===== config.mk =====
export PLATFORM = sky130hd
export DESIGN_NAME = xbar_feeder
export DESIGN_NICKNAME = d
export VERILOG_FILES = /design/src/rtl/xbar_feeder.sv
export SDC_FILE = /design/constraint.sdc
export NUM_CORES = 1
export LEC_CHECK = 0
export BUFFER_PORTS_ARGS = -buffer_cell sky130_fd_sc_hd__clkbuf_2
export CORE_MARGIN = 2
export CORE_UTILIZATION = 56
export CTS_CLUSTER_DIAMETER = 100
export DETAILED_ROUTE_END_ITERATION = 10
export PLACE_DENSITY_LB_ADDON = 0.15
export SETUP_SLACK_MARGIN = 0.1
export SYNTH_ARGS = -nofsm -noshare
export SYNTH_HDL_FRONTEND = slang
export SYNTH_SLANG_ARGS = --single-unit

===== constraint.sdc =====
create_clock -name clk -period 3.3 [get_ports clk]
set_clock_uncertainty 0.2 [all_clocks]
set_input_delay 0.165 -clock clk [delete_from_list [all_inputs] [get_ports clk]]
set_output_delay 0.165 -clock clk [all_outputs]
set_load 0.02 [all_outputs]

===== src/rtl/xbar_feeder.sv =====
// Crossbar toggle-handshake initiator: buffers one upstream vector, holds it on vector_o,
// toggles valid_o_tg after SETUP_CYCLES and waits for the synchronised ready_i_tg toggle.
module xbar_feeder #(
    parameter int QW             = 32,
    parameter int XH             = 4,
    parameter int SETUP_CYCLES   = 1,
    parameter int TIMEOUT_CYCLES = 1024,
    parameter int CNT_W          = 16
) (
    input  logic             clk,
    input  logic             rstn,
    input  logic [QW-1:0]    vector_i [XH],
    input  logic             valid_i,
    output logic             ready_o,
    output logic [QW-1:0]    vector_o [XH],
    output logic             valid_o_tg,
    input  logic             ready_i_tg,
    output logic             busy_o,
    output logic             err_o,
    output logic [CNT_W-1:0] done_cnt_o
);

    localparam int WD_W = (TIMEOUT_CYCLES > 2) ? $clog2(TIMEOUT_CYCLES) : 1;
    localparam logic [WD_W-1:0] WD_LAST =
        WD_W'((TIMEOUT_CYCLES > 0) ? TIMEOUT_CYCLES - 1 : 0);
    localparam logic [3:0] SETUP_LAST = 4'(SETUP_CYCLES - 1);

    typedef enum logic [1:0] {
        S_IDLE,
        S_SETUP,
        S_WAIT,
        S_ERR
    } state_t;

    state_t            state_q;
    logic              s1_q, s2_q, s3_q;
    logic              ack_pulse;
    logic              pend_full_q;
    logic              pend_full_d;
    logic [QW-1:0]     pend_q [XH];
    logic [QW-1:0]     act_q  [XH];
    logic [3:0]        setup_q;
    logic [WD_W-1:0]   wd_q;
    logic              tg_q;
    logic              err_q;
    logic [CNT_W-1:0]  cnt_q;
    logic              load;
    logic              accept;

    assign ack_pulse = s2_q ^ s3_q;
    assign load      = (state_q == S_IDLE) && pend_full_q;
    // The buffer may be refilled on the same edge it drains into act_q.
    assign ready_o   = !err_q && (state_q != S_ERR) && (!pend_full_q || load);
    assign accept    = valid_i && ready_o;

    always_comb begin
        pend_full_d = pend_full_q;
        if (accept) begin
            pend_full_d = 1'b1;
        end else if (load) begin
            pend_full_d = 1'b0;
        end
    end

    always_ff @(posedge clk) begin
        if (!rstn) begin
            s1_q        <= 1'b0;
            s2_q        <= 1'b0;
            s3_q        <= 1'b0;
            pend_full_q <= 1'b0;
            pend_q      <= '{default: '0};
        end else begin
            s1_q        <= ready_i_tg;
            s2_q        <= s1_q;
            s3_q        <= s2_q;
            pend_full_q <= pend_full_d;
            if (accept) begin
                pend_q <= vector_i;
            end
        end
    end

    always_ff @(posedge clk) begin
        if (!rstn) begin
            state_q <= S_IDLE;
            act_q   <= '{default: '0};
            setup_q <= '0;
            wd_q    <= '0;
            tg_q    <= 1'b0;
            err_q   <= 1'b0;
            cnt_q   <= '0;
        end else begin
            err_q <= err_q | (state_q == S_ERR);
            case (state_q)
                S_IDLE: begin
                    if (pend_full_q) begin
                        act_q   <= pend_q;
                        setup_q <= '0;
                    end
                    // An ack with no toggle outstanding means the two sides lost step.
                    if (ack_pulse) begin
                        state_q <= S_ERR;
                    end else if (pend_full_q) begin
                        state_q <= S_SETUP;
                    end
                end
                S_SETUP: begin
                    if (ack_pulse) begin
                        state_q <= S_ERR;
                    end else if (setup_q == SETUP_LAST) begin
                        tg_q    <= ~tg_q;
                        wd_q    <= '0;
                        state_q <= S_WAIT;
                    end else begin
                        setup_q <= setup_q + 1'b1;
                    end
                end
                S_WAIT: begin
                    if (ack_pulse) begin
                        cnt_q   <= cnt_q + 1'b1;
                        state_q <= S_IDLE;
                    end else if ((TIMEOUT_CYCLES != 0) && (wd_q == WD_LAST)) begin
                        state_q <= S_ERR;
                    end else begin
                        wd_q <= wd_q + 1'b1;
                    end
                end
                default: begin
                    state_q <= S_ERR;
                end
            endcase
        end
    end

    assign vector_o   = act_q;
    assign valid_o_tg = tg_q;
    assign busy_o     = (state_q != S_IDLE);
    assign err_o      = err_q;
    assign done_cnt_o = cnt_q;

endmodule


======== Word-level counts from Yosys, hierarchy flattened ========
Index checks and enable logic that the tools add are counted.
storage, ports and cells
  bits in registers ....................... 294
  input port bits ......................... 132
  output and inout port bits .............. 148
  logic and storage cells ................. 76
cells by class
  add/subtract/negate cells ............... 3
  eq/ne operators ......................... 14
  muxes and demuxes ....................... 18
  bitwise operators ....................... 4
  reductions and logical operators ........ 19
operators by type and width
  operator               number
  $mux 10                4
  $pmux 10 s2            1
  $add 16x1->16 const B  1
  $ne 2x2->1 const B     7
  $mux 2                 6
  $mux 4                 3
  $add 10x1->10 const B  1
  $eq 10x10->1 const B   1
  $ne 3x3->1 const B     3
  $pmux 4 s2             1
  $reduce_bool 2->1      4
  $pmux 2 s3             1
  $reduce_and 3->1       2
  $reduce_and 5->1       1
  $add 4x1->4 const B    1
  $eq 2x2->1 const B     2
  $logic_and 1x1->1      4
  $logic_not 4->1        1
  $reduce_and 2->1       2
  $reduce_and 4->1       1
  $eq 2x1->1 const B     1
  $logic_not 1->1        2
  $logic_not 2->1        1
  $mux 1                 2
  other kinds (4)        5

======== Logic depth before layout (Yosys ltp) ========
Gate-level depths: netlist of the first run.
  word-level depth ........................ 6
  gate-level depth with buffers ........... 6
  gate-level depth less buffers ........... 6

======== Worst setup path after synthesis of the first run ========
Ideal clock, no wire load.
  kind .................................... register -> register
  start point ............................. reg cnt_q[0], in the netlist done_cnt_o[0]
  end point ............................... reg cnt_q[14], in the netlist done_cnt_o[14]
  setup time .............................. 0.070 ns
  arrival time ............................ 1.846 ns
  required time ........................... 3.030 ns
  path slack .............................. 1.183 ns
  stages on the path, launching flop included .. 7
  path buffers ............................ 1
  period minus slack after synthesis ...... 2.117 ns
  path through ............................ dfxtp_1 -> ha_1 -> nand3_1 -> or3_1 -> buf_2 -> or4_1 -> a21oi_1
between the ends
  word-level cells in the longest chain between the ends .. 1
RTL lines
  element                 RTL line  text
  start, declared         46        logic [CNT_W-1:0] cnt_q;
  start signal, assigned  120       cnt_q <= cnt_q + 1'b1;
  $add 16x1->16           120
Every way passes these cells.
A chain may end at the register's enable or synchronous reset.

======== Worst setup path in the final report of the first run ========
  start point ............................. reg state_q[0]
  end point ............................... reg pend_q[65] (netlist name)
between the ends
  word-level cells in the longest chain between the ends .. 5
  elaborated cells between the ends (all ways) .. 7
  classes of those cells .................. eq/ne (1); reduce/logical (6)
RTL lines
  element                 RTL line  text
  start, declared         35        state_t state_q;
  start signal, assigned  85        state_q <= S_IDLE;
  start signal, assigned  102       state_q <= S_ERR;
  start signal, assigned  104       state_q <= S_SETUP;
  $logic_not 2->1         51        assign load = (state_q == S_IDLE) && pend_full_q;
  $logic_and 1x1->1       51
  $logic_or 1x1->1        53        assign ready_o = !err_q && (state_q != S_ERR) && (!pend_full_q || load);
  $logic_and 1x1->1 *     53
  $logic_and 1x1->1 *     54        assign accept = valid_i && ready_o;
  end signal, assigned    78        pend_q <= vector_i;
  end, declared           40        logic [QW-1:0] pend_q [XH];
Every way passes the cells marked *; elsewhere a longest branch is shown, timed or not.

==> impl_metrics.tcl, run 1 <==
set metrics [dict create \
    syn_to_final_growth_pct 35.8 \
    numCtsBuffers 29 \
    avgRoutedWirePerCell_um 15.3 \
    portBuffers 279 \
    ys_seq_area_share_pct 55.7 \
    yosysTopAreaCellShare_pct 55.7 \
    num-nets-final 1829 \
    routabilityCongestion 0.819 \
    cts_resized 0 \
    clk_pin_slew_worst_paths_ns 0.06 \
    crit_family "simple AND/OR/NAND/NOR gates" \
    max_cap_violations 0 \
    overflow 0 \
    wirelength_mm 29.8 \
    power.density_nw_per_um2 574 \
    cp-end-kind "flop" \
    grt_pass1_vias 9939 \
    grt_start_max_net_pins 129 \
    relSlewSlack_pct 48.0 \
    drive_gt1_share_pct 20.7 \
    ys_seq_elements 294 \
    synth_edf_count 0 \
    post-cts-setup-buffers 0 \
    synthFlopType "dfxtp_1" \
    status "finished, final reports clean" \
    multi_input_area_um2 4280 \
    finalCritPeriodShare_pct 77.2 \
    hp-class "primary input to flop" \
    syn_avg_cell_area_um2 7.90 \
    tns_ns 0 \
    num_rows 50 \
    drt-initial-drc-count 544 \
    path_class "flop to flop" \
    setup_viol 0 \
    fin_area_um2 14400 \
    fillers 1300 \
    fin_crit_ns 2.55 \
    finalHoldViolations 0 \
    synthDistinctLibCells 47 \
    die_h_um 141 \
    synth_top_cells_by_area "dfxtp_1, nand2_1, a21oi_1, clkbuf_1, buf_2" \
    root_buffer "clkbuf_16" \
    utilization_pct 77.3 \
    crit_slowest_cell "or3_4" \
    drv_slew 0 \
    hold_start "valid_i" \
    vdd_drop_max_v 0.000418 \
    num_vias 10400 \
    drc_errors 0 \
    holdBufCountCts 131 \
    pin_count 280 \
    ant_nets 0 \
    timing.rr.start "state_q[0]$_SDFFE_PN0P_" \
    syn-num-nets 1473 \
    clockBufferDepth 3 \
    h-tree-depth 1 \
    cts.sinks 294 \
    slowest_delay_ns 0.64 \
    avgViaCountPerCell 5.36 \
    tightest_slew_ns 0.780 \
    grt_setup_unrepaired "no" \
    grt_usage_pct 28.5 \
    place_hpwl_mm 16.7 \
    worstSetupStartpointType "flop" \
    antenna_found_initial 1 \
    clk_latency_ns 0.53 \
    path_cells "maj3_1 -> or3_4 -> buf_4 -> nand2_1 -> a21oi_1" \
    initial_core_util_pct 56.9 \
    die_w_um 141 \
    cp_num_buf_inv 1 \
    required_ns 3.57 \
    ys_warn_count 0 \
    synth_common_cells "nand2_1, dfxtp_1, a21oi_1" \
    cp.arrival_ns 2.81 \
    cts_tree "yes" \
    clock.fmax_mhz 393 \
    drtPass1Iterations 5 \
    p_leak_nw 5.89 \
    syn-instance-count 1337 \
    yosysMostFrequentCell "nand2_1" \
    seq_area_um2 5890 \
    timing.critical_path.from "state_q[0]$_SDFFE_PN0P_" \
    core_um2 18600 \
    synth_top_area_cell "dfxtp_1" \
    grt_pass1_wl_mm 47.4 \
    critPathMaxFanout 67 \
    place_area_um2 12000 \
    syn_area_um2 10600 \
    synthArstFlopShare_pct 0 \
    die_area_um2 20000 \
]
-- cell type report --
cell class	instances	share of cell area (%)
Timing Repair Buffer	425	20.0
Clock buffer	40	5.97
Clock inverter	14	0.933
Tap cell	234	2.04
Sequential cell	294	41.0
Antenna cell	1	0.0174
Multi-Input combinational cell	937	29.8
Inverter	6	0.209
-- power by group --
group | internal [mW] | switching [mW] | leakage [nW] | total (mW)
logic | 0.379 | 0.657 | 3.00 | 1.04
clock network | 1.97 | 1.38 | 0.497 | 3.35
registers | 3.74 | 0.113 | 2.39 | 3.86
-- cell usage in the layout (no fill, tap or decap), types with 3 or more instances in the layout --
| cell | netlist | layout |
|---|---|---|
| a31oi_1 | 3 | 3 |
| dfxtp_1 | 294 | 294 |
| or4_1 | 7 | 7 |
| xor2_1 | 4 | 4 |
| and4_1 | 5 | 5 |
| ha_1 | 4 | 4 |
| or3_1 | 7 | 6 |
| buf_4 | 0 | 11 |
| o21ai_0 | 7 | 7 |
| a311oi_1 | 3 | 3 |
| clkbuf_8 | 0 | 9 |
| nand3_1 | 14 | 14 |
| nor2_1 | 20 | 20 |
| nand4_1 | 4 | 4 |
| clkbuf_2 | 0 | 279 |
| o31ai_1 | 6 | 6 |
| and2_1 | 4 | 4 |
| xnor2_1 | 8 | 8 |
| a21oi_1 | 269 | 269 |
| nand2_1 | 531 | 531 |
| and3_1 | 4 | 4 |
| nor3_1 | 4 | 3 |
| dlygate4sd3_1 | 0 | 131 |
| buf_12 | 0 | 4 |
| nor4_1 | 4 | 4 |
| inv_1 | 6 | 5 |
| clkbuf_16 | 0 | 29 |
| clkinv_2 | 0 | 8 |
-- path summary, 6_finish.rpt --
path	endpoint	slack, ns	cells after the start
worst min-delay path	pend_q[12]$_SDFFE_PN0P_	0.13	6
worst max register to register	pend_q[65]$_SDFFE_PN0P_	0.75	5
worst max-delay path	pend_q[65]$_SDFFE_PN0P_	0.75	5
worst min register to register	s2_q$_SDFF_PN0_	0.23	1
-- state kept, by name (all words and copies together) (netlist names) --
register,count
state_q,2
vector_o,128
s1_q,1
pend_q,128
wd_q,10
pend_full_q,1
err_o,1
valid_o_tg,1
s2_q,1
done_cnt_o,16
s3_q,1
setup_q,4
-- worst reg2reg max path, stage by stage, from the launching register on --
cell     delay, ns
dfxtp_1       0.59
maj3_1        0.33
or3_4         0.64
buf_4         0.43
nand2_1       0.11
a21oi_1       0.16
-- through the flow --
step | hold WS, ns | std cells | setup slack (ns) | power, mW
finish | 0.133 | 1951 | 0.753 | 8.24
global placement | 0.171 | 1765 | 0.865 | 4.80
detailed placement | 0.178 | 1765 | 0.781 | 4.83
CTS | 0.164 | 1950 | 0.765 | 8.27
floorplan | 0.0923 | 1337 | 1.18 | 4.50
global route | 0.206 | 1951 | 0.510 | 8.55
-- metal layers --
layer  wire length [um]  up-vias  track usage [%]  part of all wire [%]
li1                   -     5097                -                     -
met5                  0        -                0                     0
met3               2050      111             4.86                   6.9
met4               1390        0             14.2                   4.7
met2              14300      419             48.3                    48
met1              12000     4821             35.3                    40
-- logic make-up (layout without fill, tap and decap cells) --
group,after synthesis,count (layout),synth area share [%]
AND/OR/NAND/NOR,617,617,23.6
AO/OA/AOI/OAI,300,300,14.9
flip-flops,294,294,55.7
buffers and inverters,106,485,3.95
XOR/XNOR,12,12,0.995
adder cells (fa/ha/maj),5,5,0.568
multiplexers,3,3,0.296
other,0,1,0
(Power assumes the default switching activity.)
==> run 2, diff against run 1 <==
- CORE_UTILIZATION: 56 -> 47
- clock period: 3.3 -> 2.29 ns (I/O delays scaled with it)
==> impl_metrics.tcl, run 2 (synthesis results as in run 1) <==
set metrics [dict create \
    status "finished, final reports clean" \
    overflow 0 \
    grt_setup_unrepaired "no" \
    path_class "flop to flop" \
    clk_pin_slew_worst_paths_ns 0.06 \
    cts.sinks 294 \
    fillers 1827 \
    preCtsSetupSlack_ns 0.220 \
    grt_usage_pct 23.8 \
    initial_core_util_pct 48.1 \
    grt_pass1_wl_mm 47.2 \
    portBuffers 279 \
    numCtsBuffers 30 \
    tns_ns 0 \
    h-tree-depth 1 \
    drt-initial-drc-count 586 \
    p_leak_nw 6.05 \
    drive_gt1_share_pct 21.4 \
    num-nets-final 1844 \
    grt_pass1_vias 9588 \
    multi_input_area_um2 4310 \
    critPathMaxFanout 65 \
    vdd_drop_max_v 0.000554 \
    routabilityCongestion 0.769 \
    seq_area_um2 5890 \
    num_vias 10300 \
    cts_tree "yes" \
    hp-class "primary input to flop" \
    relSlewSlack_pct 65.0 \
    avgViaCountPerCell 5.11 \
    power.density_nw_per_um2 847 \
    setup_viol 0 \
    timing.critical_path.from "state_q[1]$_SDFFE_PN0P_" \
    num_rows 54 \
    cp.arrival_ns 2.32 \
    die_w_um 154 \
    grt_start_max_net_pins 89 \
    syn_to_final_growth_pct 39.5 \
    timing.rr.start "state_q[1]$_SDFFE_PN0P_" \
    die_h_um 154 \
    fin_crit_ns 2.11 \
    core_um2 22000 \
    wirelength_mm 29.5 \
    antennaDiodeCount 0 \
    die_area_um2 23700 \
    worstSetupStartpointType "flop" \
    root_buffer "clkbuf_16" \
    ant_nets 0 \
    required_ns 2.50 \
    layout_common_cells "nand2_1, dfxtp_1, clkbuf_2" \
    antenna_found_initial 0 \
    drc_errors 0 \
    setup_slack_ns 0.183 \
    finalHoldViolations 0 \
    drtPass1Iterations 5 \
    clockBufferDepth 3 \
    clock.fmax_mhz 474 \
    drv_slew 0 \
    place_hpwl_mm 17.4 \
    hold_start "vector_i[60]" \
    cp-end-kind "flop" \
    final_common_cell "nand2_1" \
    clk_latency_ns 0.54 \
    finalCritPeriodShare_pct 92.0 \
    avgRoutedWirePerCell_um 14.6 \
    tightest_slew_ns 0.525 \
    pin_count 280 \
    max_cap_violations 0 \
]
[run 2: final cells by class]
type	instances	area share, %
repair buffers	439	20.7
clock inverters	11	1.28
inverters	6	0.204
well taps	280	2.38
multi-input cells	937	29.2
clock buffers	45	6.30
flip-flops and latches	294	39.9
[run 2: final timing paths]
check,to,slack [ns],depth (start not counted)
setup / recovery,pend_q[65]$_SDFFE_PN0P_,0.18,5
hold / removal,pend_q[60]$_SDFFE_PN0P_,0.14,4
setup reg to reg,pend_q[65]$_SDFFE_PN0P_,0.18,5
hold reg to reg,s2_q$_SDFF_PN0_,0.23,1
[run 2: worst max-delay path, stage by stage, from the launching register on]
cell and delay [ns]:
dfxtp_1 0.40, maj3_1 0.45, or3_4 0.44, buf_12 0.24, nand2_1 0.14, a21oi_1 0.08
[run 2: metrics by stage]
| stage | area (um^2) | instances | power (mW) | utilization, % | hold WS (ns) |
|---|---|---|---|---|---|
| 3_3_place_gp | 12300 | 1824 | 7.03 | 55.9 | 0.122 |
| 3_5_place_dp | 12300 | 1824 | 7.05 | 55.9 | 0.142 |
| 2_1_floorplan | 10600 | 1337 | 6.49 | - | 0.0418 |
| 4_1_cts | 14700 | 2012 | 12.6 | 67.0 | 0.118 |
| 6_report | 14700 | 2012 | 12.5 | 67.1 | 0.144 |
| 5_1_grt | 14700 | 2012 | 13.0 | 67.1 | 0.140 |
[run 2: per-layer routing]
layer | track usage (%) | up-vias | share of wire [%]
li1 | - | 5127 | -
met1 | 30.7 | 4766 | 44
met2 | 39.2 | 313 | 47
met3 | 4.82 | 81 | 5.8
met4 | 9.57 | 0 | 3.9
met5 | 0 | - | 0
[run 2: where the power goes]
part / leakage, nW / total [mW] / switching, mW / internal, mW
clock network: 0.551 / 5.36 / 2.00 / 3.36
registers: 2.39 / 5.55 / 0.153 / 5.39
logic: 3.10 / 1.58 / 0.970 / 0.614
[run 2: timing repair]
action	in CTS	in global routing
hold buffers	132	0
gates resized for setup	0	4
setup endpoints to repair	0	7
endpoints found under the hold margin	190	0
setup buffers	0	0
